## src/rtl/keypad_scanner.sv

```systemverilog
// 4x4 hex keypad scanner: walks the columns, debounces whole-scan results,
// pulses once per accepted key and shifts each accepted digit into a 16-bit value.
module keypad_scanner #(
   parameter int SCAN_TICKS     = 5000,
   parameter int DEBOUNCE_SCANS = 4
) (
   input  logic        clk,
   input  logic        rst_n,
   input  logic [3:0]  row_n,
   input  logic        clear,
   output logic [3:0]  col_n,
   output logic        key_valid,
   output logic [3:0]  key_code,
   output logic        key_down,
   output logic [15:0] value
);

   localparam int DW = (SCAN_TICKS > 1) ? $clog2(SCAN_TICKS) : 1;
   localparam int CW = $clog2(DEBOUNCE_SCANS + 1);

   typedef enum logic [1:0] {
      S_IDLE,
      S_DEBOUNCE,
      S_PRESSED,
      S_RELEASE
   } state_t;

   function automatic logic [2:0] count_hits(input logic [3:0] v);
      count_hits = {2'b00, v[0]} + {2'b00, v[1]} + {2'b00, v[2]} + {2'b00, v[3]};
   endfunction

   function automatic logic [1:0] first_row(input logic [3:0] v);
      first_row = 2'd0;
      for (int i = 3; i >= 0; i--) begin
         if (v[i]) first_row = 2'(i);
      end
   endfunction

   logic [DW-1:0] dwell_q, dwell_d;
   logic [1:0]    col_idx_q, col_idx_d;
   logic [3:0]    row_s1_q, row_s2_q;
   logic [1:0]    acc_cnt_q, acc_cnt_d;
   logic [3:0]    acc_key_q, acc_key_d;
   state_t        state_q, state_d;
   logic [CW-1:0] cnt_q, cnt_d;
   logic [3:0]    cand_q, cand_d;
   logic          key_valid_q, key_valid_d;
   logic [3:0]    key_code_q, key_code_d;
   logic          key_down_q, key_down_d;
   logic [15:0]   value_q, value_d;

   logic          sample, scan_done;
   logic [3:0]    rows_low;
   logic [2:0]    hits, hit_sum;
   logic [1:0]    base_cnt, scan_cnt;
   logic [3:0]    scan_key;
   logic          res_none, res_key, accept;
   logic [3:0]    accept_code;

   // Column scan and per-scan accumulation of low rows. The result for the
   // scan is formed combinationally on the column-3 sample so the FSM can act
   // on that same edge.
   always_comb begin
      sample    = (dwell_q == DW'(SCAN_TICKS - 1));
      scan_done = sample && (col_idx_q == 2'd3);
      dwell_d   = sample ? '0 : dwell_q + DW'(1);
      col_idx_d = sample ? col_idx_q + 2'd1 : col_idx_q;

      rows_low = ~row_s2_q;
      hits     = count_hits(rows_low);
      base_cnt = (col_idx_q == 2'd0) ? 2'd0 : acc_cnt_q;
      hit_sum  = {1'b0, base_cnt} + hits;
      scan_cnt = (hit_sum > 3'd2) ? 2'd2 : hit_sum[1:0];
      if (hits == 3'd1) begin
         scan_key = {first_row(rows_low), col_idx_q};
      end else if (col_idx_q == 2'd0) begin
         scan_key = 4'h0;
      end else begin
         scan_key = acc_key_q;
      end

      acc_cnt_d = sample ? scan_cnt : acc_cnt_q;
      acc_key_d = sample ? scan_key : acc_key_q;
      res_none  = (scan_cnt == 2'd0);
      res_key   = (scan_cnt == 2'd1);
   end

   // MULTI falls through as "not a key" everywhere except PRESSED/RELEASE,
   // where any activity keeps the key held.
   always_comb begin
      state_d     = state_q;
      cnt_d       = cnt_q;
      cand_d      = cand_q;
      key_valid_d = 1'b0;
      key_code_d  = key_code_q;
      key_down_d  = key_down_q;
      value_d     = clear ? 16'h0000 : value_q;
      accept      = 1'b0;
      accept_code = cand_q;

      if (scan_done) begin
         unique case (state_q)
            S_IDLE: begin
               if (res_key) begin
                  if (DEBOUNCE_SCANS <= 1) begin
                     accept      = 1'b1;
                     accept_code = scan_key;
                  end else begin
                     state_d = S_DEBOUNCE;
                     cand_d  = scan_key;
                     cnt_d   = CW'(1);
                  end
               end
            end
            S_DEBOUNCE: begin
               if (res_key && scan_key == cand_q) begin
                  if (int'(cnt_q) + 1 >= DEBOUNCE_SCANS) begin
                     accept      = 1'b1;
                     accept_code = cand_q;
                  end else begin
                     cnt_d = cnt_q + CW'(1);
                  end
               end else if (res_key) begin
                  cand_d = scan_key;
                  cnt_d  = CW'(1);
               end else begin
                  state_d = S_IDLE;
               end
            end
            S_PRESSED: begin
               if (res_none) begin
                  if (DEBOUNCE_SCANS <= 1) begin
                     state_d    = S_IDLE;
                     key_down_d = 1'b0;
                  end else begin
                     state_d = S_RELEASE;
                     cnt_d   = CW'(1);
                  end
               end
            end
            S_RELEASE: begin
               if (res_none) begin
                  if (int'(cnt_q) + 1 >= DEBOUNCE_SCANS) begin
                     state_d    = S_IDLE;
                     key_down_d = 1'b0;
                  end else begin
                     cnt_d = cnt_q + CW'(1);
                  end
               end else begin
                  state_d = S_PRESSED;
               end
            end
            default: state_d = S_IDLE;
         endcase
      end

      if (accept) begin
         state_d     = S_PRESSED;
         cand_d      = accept_code;
         key_valid_d = 1'b1;
         key_code_d  = accept_code;
         key_down_d  = 1'b1;
         if (!clear) value_d = {value_q[11:0], accept_code};
      end
   end

   always_ff @(posedge clk) begin
      if (!rst_n) begin
         dwell_q     <= '0;
         col_idx_q   <= 2'd0;
         row_s1_q    <= 4'hF;
         row_s2_q    <= 4'hF;
         acc_cnt_q   <= 2'd0;
         acc_key_q   <= 4'h0;
         state_q     <= S_IDLE;
         cnt_q       <= '0;
         cand_q      <= 4'h0;
         key_valid_q <= 1'b0;
         key_code_q  <= 4'h0;
         key_down_q  <= 1'b0;
         value_q     <= 16'h0000;
      end else begin
         dwell_q     <= dwell_d;
         col_idx_q   <= col_idx_d;
         row_s1_q    <= row_n;
         row_s2_q    <= row_s1_q;
         acc_cnt_q   <= acc_cnt_d;
         acc_key_q   <= acc_key_d;
         state_q     <= state_d;
         cnt_q       <= cnt_d;
         cand_q      <= cand_d;
         key_valid_q <= key_valid_d;
         key_code_q  <= key_code_d;
         key_down_q  <= key_down_d;
         value_q     <= value_d;
      end
   end

   assign col_n     = ~(4'b0001 << col_idx_q);
   assign key_valid = key_valid_q;
   assign key_code  = key_code_q;
   assign key_down  = key_down_q;
   assign value     = value_q;

endmodule
```

## config.mk

```make
export PLATFORM = sky130hd
export DESIGN_NAME = keypad_scanner
export DESIGN_NICKNAME = d
export VERILOG_FILES = /design/src/rtl/keypad_scanner.sv
export SDC_FILE = /design/constraint.sdc
export NUM_CORES = 1
export LEC_CHECK = 0
export ABC_AREA = 0
export CORE_AREA = 2 2 84 86
export CTS_CLUSTER_DIAMETER = 150
export DETAILED_ROUTE_END_ITERATION = 8
export DIE_AREA = 0 0 86 88
export PLACE_DENSITY_LB_ADDON = 0.05
export SETUP_SLACK_MARGIN = 0.02
export SLEW_MARGIN = 20
export SYNTH_ARGS = -nofsm -noshare
export SYNTH_HDL_FRONTEND = slang
export SYNTH_SLANG_ARGS = --single-unit
```

## constraint.sdc

```tcl
create_clock -name clk -period 3.55 [get_ports clk]
set_clock_uncertainty 0.05 [all_clocks]
set_input_delay 1.065 -clock clk [delete_from_list [all_inputs] [get_ports clk]]
set_output_delay 1.065 -clock clk [all_outputs]
set_load 0.005 [all_outputs]
```

==> flow_summary.toml, run 1 <==
[status]
status = "complete, no violations"

[global_routing]
grt_pass1_wl_mm = 9.06
antenna_found_initial = 0
grt_util_all_layers_pct = 15.4
grt_start_max_net_pins = 23
grt_pass1_vias = 1974
overflow = 0

[floorplanning]
pin_count = 33
die_area_um2 = 7570
core_area_um2 = 6640
fp-row-count = 30
die_y_um = 88
initial_core_util_pct = 41.5
die_w_um = 86

[route]
drt_wl_total_mm = 5.30
wl_per_cell_um = 12.7
antenna_left = 0
first_pass_iters = 4
drt_iter0_drc = 72
vias = 2089
drc = 0
vias_per_cell = 5.00

[logic_synthesis]
async_flop_share_pct = 0
yosys_most_used_dff = "dfxtp_1"
yosysMostFrequentCell = "dfxtp_1"
synth_area_leaders = "dfxtp_1 (44%), mux2i_1 (9.1%), nand2_1 (4.9%)"
syn_avg_cell_area_um2 = 9.43
synth-seq-cells = 60
synth_area_leader_cell = "dfxtp_1"
synth_edf_count = 0
yosysTopAreaCellShare_pct = 43.6
ys_warn_count = 0
synth_cell_types = 48
syn_nets = 310
synth_common_cells = "dfxtp_1 (60), nand2_1 (36), nor2_1 (31)"
syn_inst = 292
yosysSeqAreaShare_pct = 43.6
netlist_area_um2 = 2750

[critical_path]
cpMaxStageDelayCell = "fa_1"
worst-path-max-fanout = 4
path_cells = "fa_1 -> inv_1 -> ha_1 -> ha_1 -> inv_1 -> fa_1 -> xor2_1 -> buf_4 -> nand3b_1 -> a21oi_1 -> o21ai_0 -> nor2b_1 -> a31o_1"
r2r_slack_ns = 0.26
r2r_cells = 13
crit_type = "register to register"
start_kind = "register"
cpPeakStageDelay_ns = 0.54
reg2reg_to = "cnt_q[1]"
required_ns = 3.73
r2r_start = "row_s2_q[0]"
critical_path_arrival_ns = 3.46
cp-end-kind = "register"

[cts]
ctsResizeCount = 0
path_clk_slew_ns = 0.06
clkLatencyLatePin_ns = 0.33
clkSinkCount = 60
cts_max_path_buffers = 2
cts_made_buffers = 9
cts-htree-levels = 3
tritoncts = "built"
hold_buffers = 0
post_cts_buffers = 0
ctsRootBufferMaster = "clkbuf_8"

[flow_run]
cap_violations = 0

[sta]
max_freq_mhz = 304
fin_crit_sh_pct = 92.5
rsz0062_at_grt = "no"
setup_tns_ns = 0
fin_crit_ns = 3.29
drv_slew = 0
hold_viol = 0
relSlewSlack_pct = 59.5
tightest_slew_ns = 0.590
setup_violations = 0

[final_layout]
drive_above_1_share_pct = 10.7
antenna_cells = 0
fin_nets = 351
syn_to_final_growth_pct = 24.6
fillCellCount = 665

[place]
dpl.hpwl_mm = 3.82
portBuffers = 32
gp_congestion = 0.853

[pwr]
ir_worst_vdd_v = 0.000187
p_leak_nw = 1.38
power_density_nw_per_um2 = 427
total_power_mw = 1.47

[hold_path]
whs_path_depth = 1
holdPathEnd = "row_s2_q[0]"
hp-class = "register to register"
min_from = "row_s1_q[0]"
[area by class of cell]
type | instances | area, um2 | share of cell area (%)
Multi-Input combinational cell | 203 | 1430 | 41.6
Sequential cell | 60 | 1200 | 35.0
Timing Repair Buffer | 41 | 400 | 11.7
Clock buffer | 12 | 165 | 4.81
Tap cell | 80 | 100 | 2.92
Clock inverter | 4 | 70.1 | 2.04
Inverter | 18 | 67.6 | 1.97
[power by group]
| group | total [mW] | switching, mW | internal [mW] | leakage, nW |
|---|---|---|---|---|
| Sequential | 0.685 | 0.00462 | 0.680 | 0.486 |
| Clock | 0.711 | 0.260 | 0.450 | 0.122 |
| Combinational | 0.0712 | 0.0412 | 0.0300 | 0.776 |
| Total | 1.47 | 0.306 | 1.16 | 1.38 |
[how the worst max path moves through the flow]
stage,from,to,slack (ns),cells past startpoint
finish,row_s2_q[0],cnt_q[1],0.26,13
global route,row_s2_q[0],cnt_q[1],0.07,13
global placement,row_s2_q[0],cand_q[0],0.30,11
floorplan,row_s2_q[0],key_code[2],0.28,12
detailed placement,row_s2_q[0],cand_q[0],0.30,11
CTS,row_s2_q[0],cnt_q[1],0.27,13
[sequential cells by signal (all words and copies together) (netlist names)]
register   cells
state_q        2
row_s2_q       4
key_down       1
cand_q         4
acc_key_q      4
acc_cnt_q      2
col_idx_q      2
key_code       4
cnt_q          3
value         16
row_s1_q       4
dwell_q       13
key_valid      1
[per-stage QoR]
stage | instance area (um2) | util [%] | hold WS (ns) | instances | setup WS (ns)
2_1_floorplan | 2750 | - | 0.336 | 292 | 0.276
3_3_place_gp | 3200 | 48.1 | 0.340 | 402 | 0.297
3_5_place_dp | 3200 | 48.1 | 0.344 | 402 | 0.301
4_1_cts | 3430 | 51.7 | 0.356 | 418 | 0.274
5_1_grt | 3430 | 51.7 | 0.381 | 418 | 0.0660
6_report | 3430 | 51.7 | 0.354 | 418 | 0.265
[logic make-up after synthesis]
group                      count (synthesis)  synth area share, %
and+or+nand+nor                          117                 22.8
DFF                                       60                 43.6
AOI/OAI and AO/OA                         32                 8.36
buffers and inverters                     29                 4.54
muxes                                     26                 9.50
xor gates and xnor gates                  17                 5.68
adders and majority gates                 11                 5.54
[critical path, delay by kind of cell (launching register included)]
| family | cells | cell delay (ns) |
|---|---|---|
| buffers and inverters | 3 | 0.27 |
| AND/OR/NAND/NOR | 2 | 0.28 |
| adder cells (fa/ha/maj) | 4 | 1.46 |
| flip-flops | 1 | 0.34 |
| AO/OA/AOI/OAI | 3 | 0.60 |
| XOR/XNOR | 1 | 0.18 |
[cell usage in the layout (no fill, tap or decap), drive strengths merged, types with 4 or more instances in the layout]
cell type	synthesis	final
o21ai	5	5
a211oi	8	8
clkdlybuf4s50	0	32
inv	17	17
buf	3	9
ha	9	9
nand3	10	10
nand4	6	6
xnor2	9	9
nor2b	4	4
nand2b	10	10
clkbuf	8	12
xor2	8	8
and3	5	5
a21oi	5	5
mux2i	25	25
nand2	36	36
nor2	31	31
dfxtp	60	60
[layer usage]
layer / vias up / track usage, % / share of wire [%]
met2: 50 / 24.1 / 45
met3: 6 / 5.28 / 4.4
met4: 0 / 7.22 / 1.2
met1: 948 / 19.1 / 50
met5: - / 0 / 0
li1: 1085 / - / -
Note: power is estimated with default switching activity, not from simulation.
==> inputs of run 2 (changes only) <==
MAX_ROUTING_LAYER = met4   (was unset)
==> run 2 against run 1 <==
Sequential share of layout area is the same. Routed wire length grew 0.30%. Cell area is the same. Maximum frequency is essentially flat. Global-route usage grew 0.48 points. Non-clock buffer count is the same. Final cell count is the same. Critical path type unchanged. Largest cell class unchanged. Highest routed layer unchanged.
==> flow_summary.toml, run 2 (synthesis results as in run 1) <==
[sta]
hold_viol = 0
drv_slew = 0
hold_slack_ns = 0.354
max_freq_mhz = 304
tightest_slew_ns = 0.603
rsz0062_at_grt = "no"
setup_violations = 0
relSlewSlack_pct = 58.6
fin_crit_sh_pct = 92.6
fin_crit_ns = 3.29
setup_tns_ns = 0

[cts]
tritoncts = "built"
path_clk_slew_ns = 0.06
clkLatencyLatePin_ns = 0.33
cts-htree-levels = 3
ctsResizeCount = 0
hold_buffers = 0
cts_max_path_buffers = 2
post_cts_buffers = 0
cts_made_buffers = 9
ctsRootBufferMaster = "clkbuf_8"
clkSinkCount = 60

[final_layout]
final_util_pct = 51.7
fin_nets = 351
syn_to_final_growth_pct = 24.6
final_cell_mix = "dfxtp_1 (60), nand2_1 (36), clkdlybuf4s50_1 (32)"
largest_register_ffs = 16
fillCellCount = 665
layout_commonest_cell = "dfxtp_1"
antenna_cells = 0
drive_above_1_share_pct = 10.7

[floorplanning]
die_y_um = 88
initial_core_util_pct = 41.5
pin_count = 33
fp-row-count = 30
core_area_um2 = 6640
die_area_um2 = 7570
die_w_um = 86

[pwr]
ir_worst_vdd_v = 0.000187
power_density_nw_per_um2 = 428
p_leak_nw = 1.38

[place]
dpl.hpwl_mm = 3.82
portBuffers = 32
gp_congestion = 0.866

[route]
antenna_left = 0
drc = 0
vias = 2088
drt_wl_total_mm = 5.31
drt_iter0_drc = 78
vias_per_cell = 5.00
first_pass_iters = 4
wl_per_cell_um = 12.7

[critical_path]
required_ns = 3.73
r2r_start = "row_s2_q[0]"
worst-path-max-fanout = 4
cp-startpoint = "row_s2_q[0]"
crit_type = "register to register"
critical_path_arrival_ns = 3.46
cp-end-kind = "register"
start_kind = "register"

[global_routing]
antenna_found_initial = 0
grt_start_max_net_pins = 23
overflow = 0
grt_pass1_vias = 1973
grt_pass1_wl_mm = 9.06
grt_util_all_layers_pct = 15.9

[flow_run]
cap_violations = 0

[hold_path]
min_from = "row_s1_q[0]"
hp-class = "register to register"

[status]
status = "complete, no violations"
==> run 2: path summary, 6_finish.rpt <==
kind | slack (ns) | cells after the start | endpoint
max reg2reg | 0.26 | 13 | cnt_q[1]
min | 0.35 | 1 | row_s2_q[0]
max | 0.26 | 13 | cnt_q[1]
min reg2reg | 0.35 | 1 | row_s2_q[0]
==> run 2: power by group <==
| group | internal [mW] | total [mW] | switching (mW) |
|---|---|---|---|
| Combinational | 0.0300 | 0.0712 | 0.0412 |
| Sequential | 0.680 | 0.685 | 0.00462 |
| Clock | 0.450 | 0.712 | 0.261 |
==> run 2: per-layer routing <==
layer  share of wire [%]  GRT usage, %  vias to the layer above
li1                    -             -                     1084
met1                  49          19.1                      944
met2                  45          24.1                       54
met3                 4.7          5.28                        6
met4                 1.1          7.22                        0
met5                   0             -                        -
==> run 2: final cells by class <==
type	count	area, um2	share of cell area (%)
Clock inverter	4	70.1	2.04
Clock buffer	12	165	4.81
Multi-Input combinational cell	203	1430	41.6
Inverter	18	67.6	1.97
Sequential cell	60	1200	35.0
Tap cell	80	100	2.92
Timing Repair Buffer	41	400	11.7
==> run 2: critical path: stages, from the launching register on <==
cell and delay (ns):
dfxtp_1 0.34, fa_1 0.54, inv_1 0.04, ha_1 0.17, ha_1 0.34, inv_1 0.08
fa_1 0.41, xor2_1 0.18, buf_4 0.15, nand3b_1 0.12, a21oi_1 0.28, o21ai_0 0.16
nor2b_1 0.16, a31o_1 0.17
==> run 2: stage by stage <==
step / total power, mW / std cells / instance area [um2] / setup slack, ns
after global placement: 0.772 / 402 / 3200 / 0.297
after global routing: 1.53 / 418 / 3430 / 0.0661
after CTS: 1.49 / 418 / 3430 / 0.274
after detailed placement: 0.772 / 402 / 3200 / 0.301
after floorplan: 0.749 / 292 / 2750 / 0.276
final: 1.47 / 418 / 3430 / 0.264
==> inputs of run 3 (changes only) <==
CAP_MARGIN = 20   (was unset)
clock period = 3.1 ns   (was 3.55 ns; I/O delays follow)
==> run 3 against run 2 <==
Worst setup slack got worse by 0.25 ns. Cell area rose by 8.4%. Global-route usage rose by 0.46 points. Clock power fell by 0.8%. Combinational power rose by 62%. Highest routed layer unchanged.
==> flow_summary.toml, run 3 (synthesis results as in run 1) <==
[status]
status = "complete, no violations"

[place]
dpl.hpwl_mm = 3.93
gp_congestion = 0.908
portBuffers = 32
pre_cts_ws_ns = -0.00719

[pwr]
seq_power_share_pct = 48.8
p_clk_share_pct = 44.0
switching_share_pct = 23.6
total_power_mw = 1.61
power_density_nw_per_um2 = 432
intPower_mw = 1.23
p_leak_nw = 1.49
ir_worst_vdd_v = 0.000215
p_sw_mw = 0.380
comb_power_share_pct = 7.2

[route]
drt_iter0_drc = 86
first_pass_iters = 4
antenna_left = 0
vias_per_cell = 4.99
vias = 2165
wl_per_cell_um = 13.0
drc = 0
drt_wl_total_mm = 5.65

[final_layout]
largest_register_ffs = 16
drive_above_1_share_pct = 19.8
multiInputGateArea_um2 = 1550
layout_commonest_cell = "dfxtp_1"
fin_nets = 367
fillCellCount = 600
final_cell_mix = "dfxtp_1 (58), nand2_1 (36), clkdlybuf4s50_1 (32)"
syn_to_final_growth_pct = 35.1
antenna_cells = 0
seqCellArea_um2 = 1200

[global_routing]
grt_pass1_vias = 1944
overflow = 0
grt_util_all_layers_pct = 16.3
antenna_found_initial = 0
grt_pass1_wl_mm = 9.16
grt_start_max_net_pins = 22

[hold_path]
min_from = "row_s1_q[2]"
hp-class = "register to register"
holdPathEnd = "row_s2_q[2]"
whs_path_depth = 1

[sta]
relSlewSlack_pct = 64.1
tightest_slew_ns = 0.524
hold_viol = 0
setup_violations = 0
fin_crit_sh_pct = 99.5
fin_crit_ns = 3.09
worst_slack_ns = 0.0141
setup_tns_ns = 0
max_freq_mhz = 324
drv_slew = 0
rsz0062_at_grt = "yes"

[flow_run]
cap_violations = 0

[floorplanning]
pin_count = 33
die_y_um = 88
die_area_um2 = 7570
die_w_um = 86
core_area_um2 = 6640
initial_core_util_pct = 41.5
fp-row-count = 30

[critical_path]
r2r_start = "row_s2_q[3]"
cpMaxStageDelayCell = "fa_1"
cpPeakStageDelay_ns = 0.54
path_cells = "fa_1 -> inv_2 -> ha_4 -> ha_4 -> nor3b_4 -> buf_4 -> mux2i_2 -> xnor2_1 -> and4_4 -> nand4_4 -> buf_12 -> buf_12 -> mux2i_1"
r2r_cells = 13
critical_path_arrival_ns = 3.27
worst-path-max-fanout = 7
r2r_slack_ns = 0.01
crit_type = "register to register"
reg2reg_to = "value[8]"
start_kind = "register"
required_ns = 3.28
cp-end-kind = "register"

[cts]
clkLatencyLatePin_ns = 0.34
cts-htree-levels = 3
clkSinkCount = 60
tritoncts = "built"
ctsRootBufferMaster = "clkbuf_8"
cts_max_path_buffers = 2
path_clk_slew_ns = 0.07
hold_buffers = 0
cts_made_buffers = 9
-- run 3: cell types whose count changed in the layout (fill, tap and decap cells not counted), sizes merged --
cell,delta
clkinvlp,+2
buf,+15
clkinv,+1
clkbuf,-1
bufinv,-1
-- run 3: layout make-up --
class,count,area share [%]
Clock inverter,6,1.72
Clock buffer,10,3.70
Sequential cell,60,32.4
Inverter,18,1.82
Timing Repair Buffer,57,16.1
Tap cell,80,2.69
Multi-Input combinational cell,203,41.6
-- run 3: how the worst max path moves through the flow --
stage | from | endpoint
after detailed placement | row_s2_q[0] | value[8]
final | row_s2_q[3] | value[8]
after floorplan | row_s2_q[0] | value[10]
after global routing | row_s2_q[3] | value[0]
after global placement | row_s2_q[0] | value[7]
after CTS | row_s2_q[0] | value[4]
-- run 3: power by group through the flow --
stage	sequential (mW)	clock [mW]	combinational [mW]
floorplan	0.801	0	0.0591
global placement	0.801	0	0.0875
detailed placement	0.802	0	0.0877
CTS	0.784	0.729	0.0944
global route	0.785	0.767	0.126
finish	0.784	0.706	0.115
-- run 3: metrics by stage --
step | util (%) | cells | area (um2) | hold WS (ns)
after floorplan | - | 292 | 2790 | 0.336
final | 56.0 | 434 | 3720 | 0.359
after global placement | 49.1 | 405 | 3260 | 0.340
after global routing | 56.0 | 434 | 3720 | 0.364
after CTS | 53.4 | 426 | 3550 | 0.361
after detailed placement | 49.1 | 405 | 3260 | 0.344
-- run 3: per-layer routing --
layer,up-vias,part of all wire [%],global-route usage [%]
met5,-,0,-
met4,0,2.3,9.81
met2,53,46,24.4
met1,993,47,19.8
met3,11,4.8,4.15
li1,1108,-,-
-- run 3: repair_timing --
item                                    4_1_cts  5_1_grt
pin swaps                                     4        9
hold endpoints to repair                      0        0
gates resized for setup                       5       17
cloned                                        1        1
buffers inserted                              4        7
endpoints found under the setup margin       14       29
-- run 3: worst max-delay path: cells and delay by family (launching register included) --
family | cells | cell delay, ns
fa+ha+maj | 3 | 0.91
simple gates | 3 | 0.64
buf+inv | 4 | 0.50
mux | 2 | 0.35
flops | 1 | 0.34
xor+xnor | 1 | 0.17
